==> src/rtl/counter_run_controller.sv <==
// rtl/counter_run_controller.sv - run controller sequencing an N-bit counter with prescaled ticks
// Config is latched at start; all outputs come from registers.
module counter_run_controller #(
  parameter int N          = 4,
  parameter int PRESCALE_W = 4
) (
  input  logic                  clk,
  input  logic                  reset,
  input  logic                  start,
  input  logic                  stop,
  input  logic                  pause,
  input  logic [N-1:0]          limit,
  input  logic                  dir,
  input  logic                  auto_reload,
  input  logic [PRESCALE_W-1:0] prescale,
  output logic [N-1:0]          count,
  output logic                  busy,
  output logic                  paused,
  output logic                  tc,
  output logic                  done
);

  typedef enum logic [1:0] {S_IDLE, S_RUN, S_PAUSE, S_DONE} state_t;

  state_t                state_q, state_d;
  logic [N-1:0]          count_q, count_d;
  logic [PRESCALE_W-1:0] pre_q, pre_d;
  logic [N-1:0]          lim_q, lim_d;
  logic                  dir_q, dir_d;
  logic                  ar_q, ar_d;
  logic [PRESCALE_W-1:0] ps_q, ps_d;
  logic                  tc_q, tc_d;
  logic                  busy_q, busy_d;
  logic                  paused_q, paused_d;
  logic                  done_q, done_d;
  logic                  tick;
  logic [N-1:0]          terminal;

  assign tick     = (pre_q == ps_q);
  assign terminal = dir_q ? '0 : lim_q;

  always_comb begin
    state_d = state_q;
    count_d = count_q;
    pre_d   = pre_q;
    lim_d   = lim_q;
    dir_d   = dir_q;
    ar_d    = ar_q;
    ps_d    = ps_q;
    tc_d    = 1'b0;

    case (state_q)
      S_IDLE, S_DONE: begin
        if (stop) begin
          state_d = S_IDLE;
          count_d = '0;
          pre_d   = '0;
        end else if (start) begin
          state_d = S_RUN;
          lim_d   = limit;
          dir_d   = dir;
          ar_d    = auto_reload;
          ps_d    = prescale;
          count_d = dir ? limit : '0;
          pre_d   = '0;
        end
      end
      S_RUN, S_PAUSE: begin
        if (stop) begin
          state_d = S_IDLE;
          count_d = '0;
          pre_d   = '0;
        end else if (pause) begin
          state_d = S_PAUSE;
        end else begin
          // Leaving PAUSE counts on the same edge so a pause costs exactly its length.
          state_d = S_RUN;
          pre_d   = tick ? '0 : pre_q + 1'b1;
          if (tick) begin
            if (count_q == terminal) begin
              tc_d = 1'b1;
              if (ar_q) begin
                count_d = dir_q ? lim_q : '0;
              end else begin
                state_d = S_DONE;
              end
            end else begin
              count_d = dir_q ? count_q - 1'b1 : count_q + 1'b1;
            end
          end
        end
      end
      default: state_d = S_IDLE;
    endcase

    busy_d   = (state_d == S_RUN) || (state_d == S_PAUSE);
    paused_d = (state_d == S_PAUSE);
    done_d   = (state_d == S_DONE);
  end

  always_ff @(posedge clk or posedge reset) begin
    if (reset) begin
      state_q  <= S_IDLE;
      count_q  <= '0;
      pre_q    <= '0;
      lim_q    <= '0;
      dir_q    <= 1'b0;
      ar_q     <= 1'b0;
      ps_q     <= '0;
      tc_q     <= 1'b0;
      busy_q   <= 1'b0;
      paused_q <= 1'b0;
      done_q   <= 1'b0;
    end else begin
      state_q  <= state_d;
      count_q  <= count_d;
      pre_q    <= pre_d;
      lim_q    <= lim_d;
      dir_q    <= dir_d;
      ar_q     <= ar_d;
      ps_q     <= ps_d;
      tc_q     <= tc_d;
      busy_q   <= busy_d;
      paused_q <= paused_d;
      done_q   <= done_d;
    end
  end

  assign count  = count_q;
  assign busy   = busy_q;
  assign paused = paused_q;
  assign tc     = tc_q;
  assign done   = done_q;

endmodule

==> config.mk <==
export PLATFORM = sky130hd
export DESIGN_NAME = counter_run_controller
export DESIGN_NICKNAME = d
export VERILOG_FILES = /design/src/rtl/counter_run_controller.sv
export SDC_FILE = /design/constraint.sdc
export NUM_CORES = 1
export LEC_CHECK = 0
export CORE_ASPECT_RATIO = 0.75
export CORE_MARGIN = 5
export CORE_UTILIZATION = 47
export DETAILED_ROUTE_END_ITERATION = 8
export PLACE_DENSITY = 0.75
export SLEW_MARGIN = 25
export SYNTH_ARGS = -nofsm -noshare
export SYNTH_HDL_FRONTEND = slang
export SYNTH_SLANG_ARGS = --single-unit
==> constraint.sdc <==
create_clock -name clk -period 2 [get_ports clk]
set_input_delay 0.2 -clock clk [delete_from_list [all_inputs] [get_ports clk]]
set_output_delay 0.2 -clock clk [all_outputs]
set_load 0.005 [all_outputs]
==> results of run 1 <==
-- final timing paths --
path	start	end	slack, ps	cells past startpoint
hold / removal	reset	ps_q[1]$_DFFE_PP0P_	270	3
setup / recovery	count[1]$_DFFE_PP0P_	count[3]$_DFFE_PP0P_	30	7
min in group clk	ps_q[3]$_DFFE_PP0P_	ps_q[3]$_DFFE_PP0P_	540	1
setup reg to reg	count[1]$_DFFE_PP0P_	count[3]$_DFFE_PP0P_	30	7
max in group asynchronous	reset	dir_q$_DFFE_PP0P_	1470	3
hold reg to reg	ps_q[3]$_DFFE_PP0P_	ps_q[3]$_DFFE_PP0P_	540	1
-- per-layer routing --
layer	vias up	track usage, %
li1	534	-
met1	560	20.3
met2	46	26.1
met3	2	4.40
met4	0	4.47
met5	-	0
-- synth_stat cells, drive strengths merged --
cell type / number
nand2: 12
o21ai: 3
ha: 5
a211oi: 1
buf: 2
a21boi: 1
xor2: 2
nor2: 13
and3b: 1
nand4b: 2
fa: 1
mux2i: 6
o31ai: 1
a22oi: 1
nor3: 3
mux2: 11
or3: 1
o21bai: 1
clkbuf: 1
a21o: 1
nand4: 3
inv: 9
nand3: 1
xnor2: 9
o211ai: 2
o22a: 1
a21oi: 7
nor4b: 1
dfrtp: 24
a311oi: 1
o22ai: 2
a32oi: 1
-- cells by family (layout without fill, tap and decap cells) --
group                    count (synthesis)  in the layout  synth area share, %
buffers and inverters                   12             50                 3.86
AND/OR/NAND/NOR                         37             37                 13.1
AO/OA/AOI/OAI                           23             23                 13.0
adder cells (fa/ha/maj)                  6              6                 5.93
flip-flops                              24             24                 43.1
XOR/XNOR                                11             11                 7.46
multiplexers                            17             17                 13.5
-- where the power goes --
| group | internal (µW) | switching, µW | leakage, µW |
|---|---|---|---|
| clock network | 135 | 145 | 0.0000216 |
| registers | 574 | 128 | 0.000302 |
| logic | 438 | 328 | 0.000483 |
-- registers in the layout, indices dropped and copies added (netlist names) --
signal	flops
dir_q	1
tc	1
busy	1
count	4
paused	1
ar_q	1
state_q	2
ps_q	4
pre_q	4
done	1
lim_q	4
-- stage by stage --
step	area, µm²	TNS, ps
floorplan	1390	0
global route	1880	-110
detailed placement	1720	-63.6
global placement	1720	0
finish	1880	0
CTS	1790	0
-- layout make-up --
type	instances	area (µm²)
fill	239	1010
clock buffer	3	41.3
sequential	24	606
tap	38	47.5
inverter	9	33.8
timing repair buffer	38	352
multi-input combinational	94	801
-- tightest hold or removal path: stages --
cell,delay (ps)
clkdlybuf4s50_1,390
inv_1,50
buf_4,290
-- timing repair --
item                       4_1_cts  5_1_grt
buffers inserted                 3        3
pin swaps                        1        7
resized for setup                4       13
setup endpoints to repair        2        5
==> summary.txt, run 1 <==
vias per cell - 5.54
DR WL met2 - 1.67 mm
CP Max Fanout - 7
Crit path arrival time - 2120 ps
Setup crit start kind - flop
Worst-Margin Slew - 393 ps
Setup CP Type - flop to flop
Fmax - 507 MHz
worst-path cell chain - nor4b_4 -> a22oi_2 -> a32oi_4 -> buf_6 -> mux2_4 -> a211oi_2 -> o22ai_1
port bufs - 22
Final Hold Fails - 0
CP top delay family - compound AO/OA/AOI/OAI gates
via count - 1,142
Final period util - 98.6%
largest net degree at the start of global routing - 25
clk_lat worst skew - 270 ps
Hold Worst Slack - 269 ps
row count - 17
Avg Synthesized Cell Area - 10.7 µm²
Seq/Total Area, Yosys - 43.1%
commonest non-fill, non-tap cells in the layout - clkdlybuf4s50_1, dfrtp_1, buf_4
biggest area consumer among synthesized cells - dfrtp_1
GR Util All Layers - 15.8%
antenna violations before repair - 0
first-pass GRT wire length - 5.15 mm
top routing layer in use - met4
WL/cell - 16.0 µm
Power Density - 929 mW/mm²
RSZ-0062 raised after global routing - yes
# nets final - 191
Buf/Inv on CP - 1
Antenna Cells - 0
vias in the first global route - 1,142
die footprint - 0.00416 mm²
core area - 0.00289 mm²
Remaining Overflow, GRT - 0
Slew headroom - 73.7%
First DRT Iteration DRCs - 84
post-DP HPWL - 2.29 mm
Finished Core Util - 65.0%
chip height - 57.1 µm
Period minus WS final - 1970 ps
clk_skew - 5.63 ps
Syn Nets - 151
# IOs - 23
CTS Buffer Depth - 2
slack of the critical path - 28.6 ps
TritonCTS Sinks - 24
Tot Pwr - 1750 µW
post-synth top area share - 43.1%
drt first pass iters - 4
Cell Area, Synth - 0.00139 mm²
gpl congestion - 0.825
# hold bufs at CTS - 0
Die Width - 72.9 µm
Slew Limit Fails - 0
fraction of layout instances using a drive strength above 1 - 28.6%
Crit-path slowest cell - dfrtp_2
static leakage - 0.000807 µW
final non-filler cell total - 206
Max Cap Violations - 0
antenna-violating nets left - 0
number of CTS-inserted buffers - 3
Reg clk slew, reported paths - 80 ps
Seq cells post-synth - 24
Synth Instances - 130
CTS root buf - clkbuf_8
drt drc - 0
Area Overhead vs Synth - 35.0%
Area contributors post-synth - dfrtp_1, mux2_2, xnor2_1
Place WS - -63.6 ps
Peak VDD IR - 0.000487 V
count of cell types in the netlist - 36
total number of yosys warnings - 0
H-tree Lvls - 1
Met1 Wirelength - 1.41 mm
commonest non-fill, non-tap cell in the layout - clkdlybuf4s50_1
CP max stage delay - 480 ps
initial core utilization - 48.1%
endpoint type of the worst setup path - flop
final setup fails - 0
CTS tree - built
Worst EP required - 2150 ps
worst hold path type - input port to async pin
Placed Cells - 197
met3 wire len - 193 µm
status - finished clean
DRT Wirelength - 3.30 mm
(Power assumes the default switching activity.)
==> run 2: changes to the inputs <==
CORE_UTILIZATION = 52   (was 47)
PLACE_DENSITY = 0.78   (was 0.75)
clock period = 2.1 ns   (was 2 ns; I/O delays follow)
==> run 2 against run 1 <==
  * Worst hold slack lost 30 ps
  * Wire length shrank 5.7%
  * Core utilization grew 4.3 points
  * Setup slack gained 78 ps
  * Sequential power shrank 6.0%
  * First-iteration DRC count shrank 13%
  * Via count shrank 4.4%
  * Clock skew is essentially flat
  * Design area shrank 4.8%
  * Clock power grew 21%
  * Non-clock buffer count shrank 6
  * Maximum frequency shrank 1.1%
  * Largest power group is now sequential cells
==> summary.txt, run 2 (synthesized netlist as in run 1, its figures left out) <==
status - finished clean
vias per cell - 5.49
GR Util All Layers - 16.9%
drt drc - 0
# nets final - 185
# hold bufs at CTS - 0
# IOs - 23
clk_skew - 5.97 ps
endpoint type of the worst setup path - flop
CP max stage delay - 480 ps
row count - 16
setup TNS - 0 ps
Power Density - 912 mW/mm²
TritonCTS Sinks - 24
sequential cell area - 604 µm²
post-DP HPWL - 2.26 mm
largest net degree at the start of global routing - 25
Final period util - 94.9%
Setup CP Type - flop to flop
chip height - 54.8 µm
Final Hold Fails - 0
Fmax - 502 MHz
Setup crit start kind - flop
Slew headroom - 59.6%
CP Max Fanout - 6
vias in the first global route - 1,053
die footprint - 0.00382 mm²
via count - 1,092
Peak VDD IR - 0.000515 V
CTS tree - built
Slew Limit Fails - 0
worst-path cell chain - nor4b_4 -> a22oi_2 -> a32oi_4 -> a21oi_1 -> o22a_1 -> nor2_2 -> ha_1 -> inv_1
worst hold path type - input port to async pin
antenna violations before repair - 0
Remaining Overflow, GRT - 0
initial core utilization - 53.9%
clk_lat worst skew - 330 ps
Reg clk slew, reported paths - 140 ps
Hold Worst Slack - 239 ps
CTS root buf - clkbuf_4
number of CTS-inserted buffers - 3
Max Cap Violations - 0
Fillers - 190
Worst-Margin Slew - 600 ps
CTS Buffer Depth - 2
Die Width - 69.8 µm
static leakage - 0.000775 µW
Worst EP required - 2380 ps
Crit path arrival time - 2270 ps
commonest non-fill, non-tap cells in the layout - clkdlybuf4s50_1, dfrtp_1, nand2_1
Period minus WS final - 1990 ps
antenna-violating nets left - 0
H-tree Lvls - 1
Area Overhead vs Synth - 28.6%
final setup fails - 0
WL/cell - 15.6 µm
gpl congestion - 0.873
port bufs - 22
Crit-path slowest cell - dfrtp_2
DRT Wirelength - 3.11 mm
First DRT Iteration DRCs - 73
drt first pass iters - 4
core area - 0.00258 mm²
Tot Pwr - 1630 µW
fraction of layout instances using a drive strength above 1 - 22.7%
commonest non-fill, non-tap cell in the layout - clkdlybuf4s50_1
first-pass GRT wire length - 4.98 mm
footprint of the multi-input gates - 762 µm²
Antenna Cells - 0
[run 2: path summary, 6_finish.rpt]
| kind | start | end | slack, ps | depth (start not counted) |
|---|---|---|---|---|
| max | lim_q[1]$_DFFE_PP0P_ | busy$_DFF_PP0_ | 110 | 8 |
| min | reset | pre_q[2]$_DFFE_PP0P_ | 240 | 3 |
| max reg2reg | lim_q[1]$_DFFE_PP0P_ | busy$_DFF_PP0_ | 110 | 8 |
| min reg2reg | ps_q[1]$_DFFE_PP0P_ | ps_q[1]$_DFFE_PP0P_ | 560 | 1 |
| max in group asynchronous | reset | lim_q[1]$_DFFE_PP0P_ | 1610 | 3 |
| min in group clk | prescale[2] | ps_q[2]$_DFFE_PP0P_ | 480 | 2 |
[run 2: final cells by class]
cell class / instances / share of cell area, %
multi-input cells: 94 / 42.6
inverters: 9 / 1.89
well taps: 36 / 2.52
clock inverters: 1 / 1.68
clock buffers: 3 / 1.26
repair buffers: 32 / 16.4
flip-flops and latches: 24 / 33.8
[run 2: timing repair]
item,4_1_cts,5_1_grt
setup endpoints to repair,1,3
hold endpoints to repair,0,0
gates resized for setup,1,6
gates cloned,0,0
setup buffers,0,2
pin swaps,0,1
[run 2: per-layer routing]
metal	part of all wire [%]	global-route usage [%]
met5	0	0
met4	1.2	4.78
met3	5.2	5.14
met2	47	28.0
met1	47	21.9
[run 2: stage by stage]
stage / worst slack, ps / std cells / cell area [µm²] / utilization, %
finish: 107 / 199 / 1790 / 69.3
global route: -20.3 / 199 / 1790 / 69.3
CTS: 24.3 / 197 / 1750 / 67.8
detailed placement: 25.8 / 193 / 1700 / 65.7
global placement: 158 / 193 / 1700 / 65.7
floorplan: 134 / 130 / 1390 / -
[run 2: where the power goes]
group | switching [µW] | internal, µW | total [µW]
sequential | 116 | 545 | 660
clock | 147 | 193 | 340
combinational | 280 | 352 | 633
total | 543 | 1090 | 1630
[run 2: worst max-delay path: cells and delay by family, from the launching register on]
| kind | cells | cell delay [ps] |
|---|---|---|
| AND/OR/NAND/NOR | 2 | 420 |
| buffers and inverters | 1 | 60 |
| AO/OA/AOI/OAI | 4 | 740 |
| flip-flops | 1 | 480 |
| adder cells (fa/ha/maj) | 1 | 240 |
==> run 3: changes to the inputs <==
RECOVER_POWER = 100   (was not set)
==> run 3 against run 2 <==
  * Cell count stayed put
  * Critical path depth did not move
  * Sequential cell count is the same
  * Critical endpoint unchanged
==> summary.txt, run 3 (synthesized netlist as in run 1, its figures left out) <==
GR Util All Layers - 16.9%
vias in the first global route - 1,053
Setup CP Type - flop to flop
Peak VDD IR - 0.000507 V
Fmax - 502 MHz
port bufs - 22
Slew Limit Fails - 0
Antenna Cells - 0
status - finished clean
# nets final - 185
# IOs - 23
Reg clk slew, reported paths - 140 ps
Final Hold Fails - 0
chip height - 54.8 µm
setup TNS - 0 ps
Worst EP required - 2380 ps
H-tree Lvls - 1
gpl congestion - 0.873
Area Overhead vs Synth - 28.3%
Worst-Margin Slew - 1290 ps
Crit-path slowest cell - dfrtp_2
via count - 1,092
Buf/Inv on CP - 1
die footprint - 0.00382 mm²
vias per cell - 5.49
drt first pass iters - 4
final setup fails - 0
initial core utilization - 53.9%
# hold bufs at CTS - 0
Place WS - 25.8 ps
Max Cap Violations - 0
Period minus WS final - 1990 ps
Power Density - 909 mW/mm²
largest net degree at the start of global routing - 25
Final period util - 94.9%
Die Width - 69.8 µm
Slew headroom - 13.9%
number of CTS-inserted buffers - 3
WL/cell - 15.6 µm
CP max stage delay - 480 ps
Fillers - 192
DRT Wirelength - 3.11 mm
Tot Pwr - 1620 µW
fraction of layout instances using a drive strength above 1 - 22.1%
clk_lat worst skew - 330 ps
Setup crit start kind - flop
worst hold path type - input port to flop
slack of the critical path - 108 ps
Remaining Overflow, GRT - 0
CTS root buf - clkbuf_4
post-DP HPWL - 2.26 mm
endpoint type of the worst setup path - flop
Crit path arrival time - 2270 ps
CTS tree - built
static leakage - 0.000790 µW
CTS Buffer Depth - 2
First DRT Iteration DRCs - 75
CP Max Fanout - 6
commonest non-fill, non-tap cell in the layout - dfrtp_1
first-pass GRT wire length - 4.98 mm
core area - 0.00258 mm²
antenna violations before repair - 0
CP top delay family - compound AO/OA/AOI/OAI gates
Finished Core Util - 69.2%
drt drc - 0
antenna-violating nets left - 0
TritonCTS Sinks - 24
worst-path cell chain - nor4b_4 -> a22oi_2 -> a32oi_4 -> a21oi_1 -> o22a_1 -> nor2_2 -> ha_1 -> inv_1
commonest non-fill, non-tap cells in the layout - dfrtp_1, clkdlybuf4s50_1, nand2_1
row count - 16
clk_skew - 5.96 ps
run 3: final timing paths:
kind                                 startpoint                   end  slack (ps)  cells after the start
max                        lim_q[1]$_DFFE_PP0P_        busy$_DFF_PP0_         110                      8
min                                 prescale[2]   ps_q[2]$_DFFE_PP0P_         480                      2
max reg2reg                lim_q[1]$_DFFE_PP0P_        busy$_DFF_PP0_         110                      8
min reg2reg                 ps_q[1]$_DFFE_PP0P_   ps_q[1]$_DFFE_PP0P_         560                      1
max in group asynchronous                 reset  lim_q[1]$_DFFE_PP0P_         510                      3
min in group asynchronous                 reset  pre_q[2]$_DFFE_PP0P_         750                      3
run 3: routing by layer:
metal  global-route usage (%)  wire length (µm)
met3                     5.14               163
met4                     4.78                36
met2                     28.0              1460
met1                     21.9              1450
met5                        0                 0
run 3: repair_timing:
action | 4_1_cts | 5_1_grt
pin swaps | 0 | 1
gates cloned | 0 | 0
resized for setup | 1 | 6
buffers inserted | 0 | 2
setup endpoints to repair | 1 | 3
run 3: metrics by stage:
| step | area, µm² | instances | hold slack (ps) |
|---|---|---|---|
| 6_report | 1790 | 199 | 482 |
| 5_1_grt | 1790 | 199 | 460 |
| 4_1_cts | 1750 | 197 | 240 |
| 3_5_place_dp | 1700 | 193 | 527 |
| 3_3_place_gp | 1700 | 193 | 517 |
| 2_1_floorplan | 1390 | 130 | 225 |
run 3: final cells by class:
cell class                 count  area (µm²)  area share (%)
tap                           36        45.0            2.52
inverter                       9        33.8            1.89
sequential                    24         604            33.8
multi-input combinational     94         762            42.6
timing repair buffer          32         289            16.2
clock buffer                   3        22.5            1.26
clock inverter                 1        30.0            1.68
run 3: power by group:
part | switching, µW | internal [µW] | total, µW
sequential | 115 | 545 | 659
clock | 147 | 193 | 340
combinational | 280 | 344 | 625
total | 542 | 1080 | 1620
run 3: worst register-to-register path, delay by kind of cell, from the launching register on:
| kind | cells | cell delay [ps] |
|---|---|---|
| and+or+nand+nor | 2 | 420 |
| buffers and inverters | 1 | 60 |
| AOI/OAI and AO/OA | 4 | 740 |
| adders and majority gates | 1 | 240 |
| DFF | 1 | 480 |
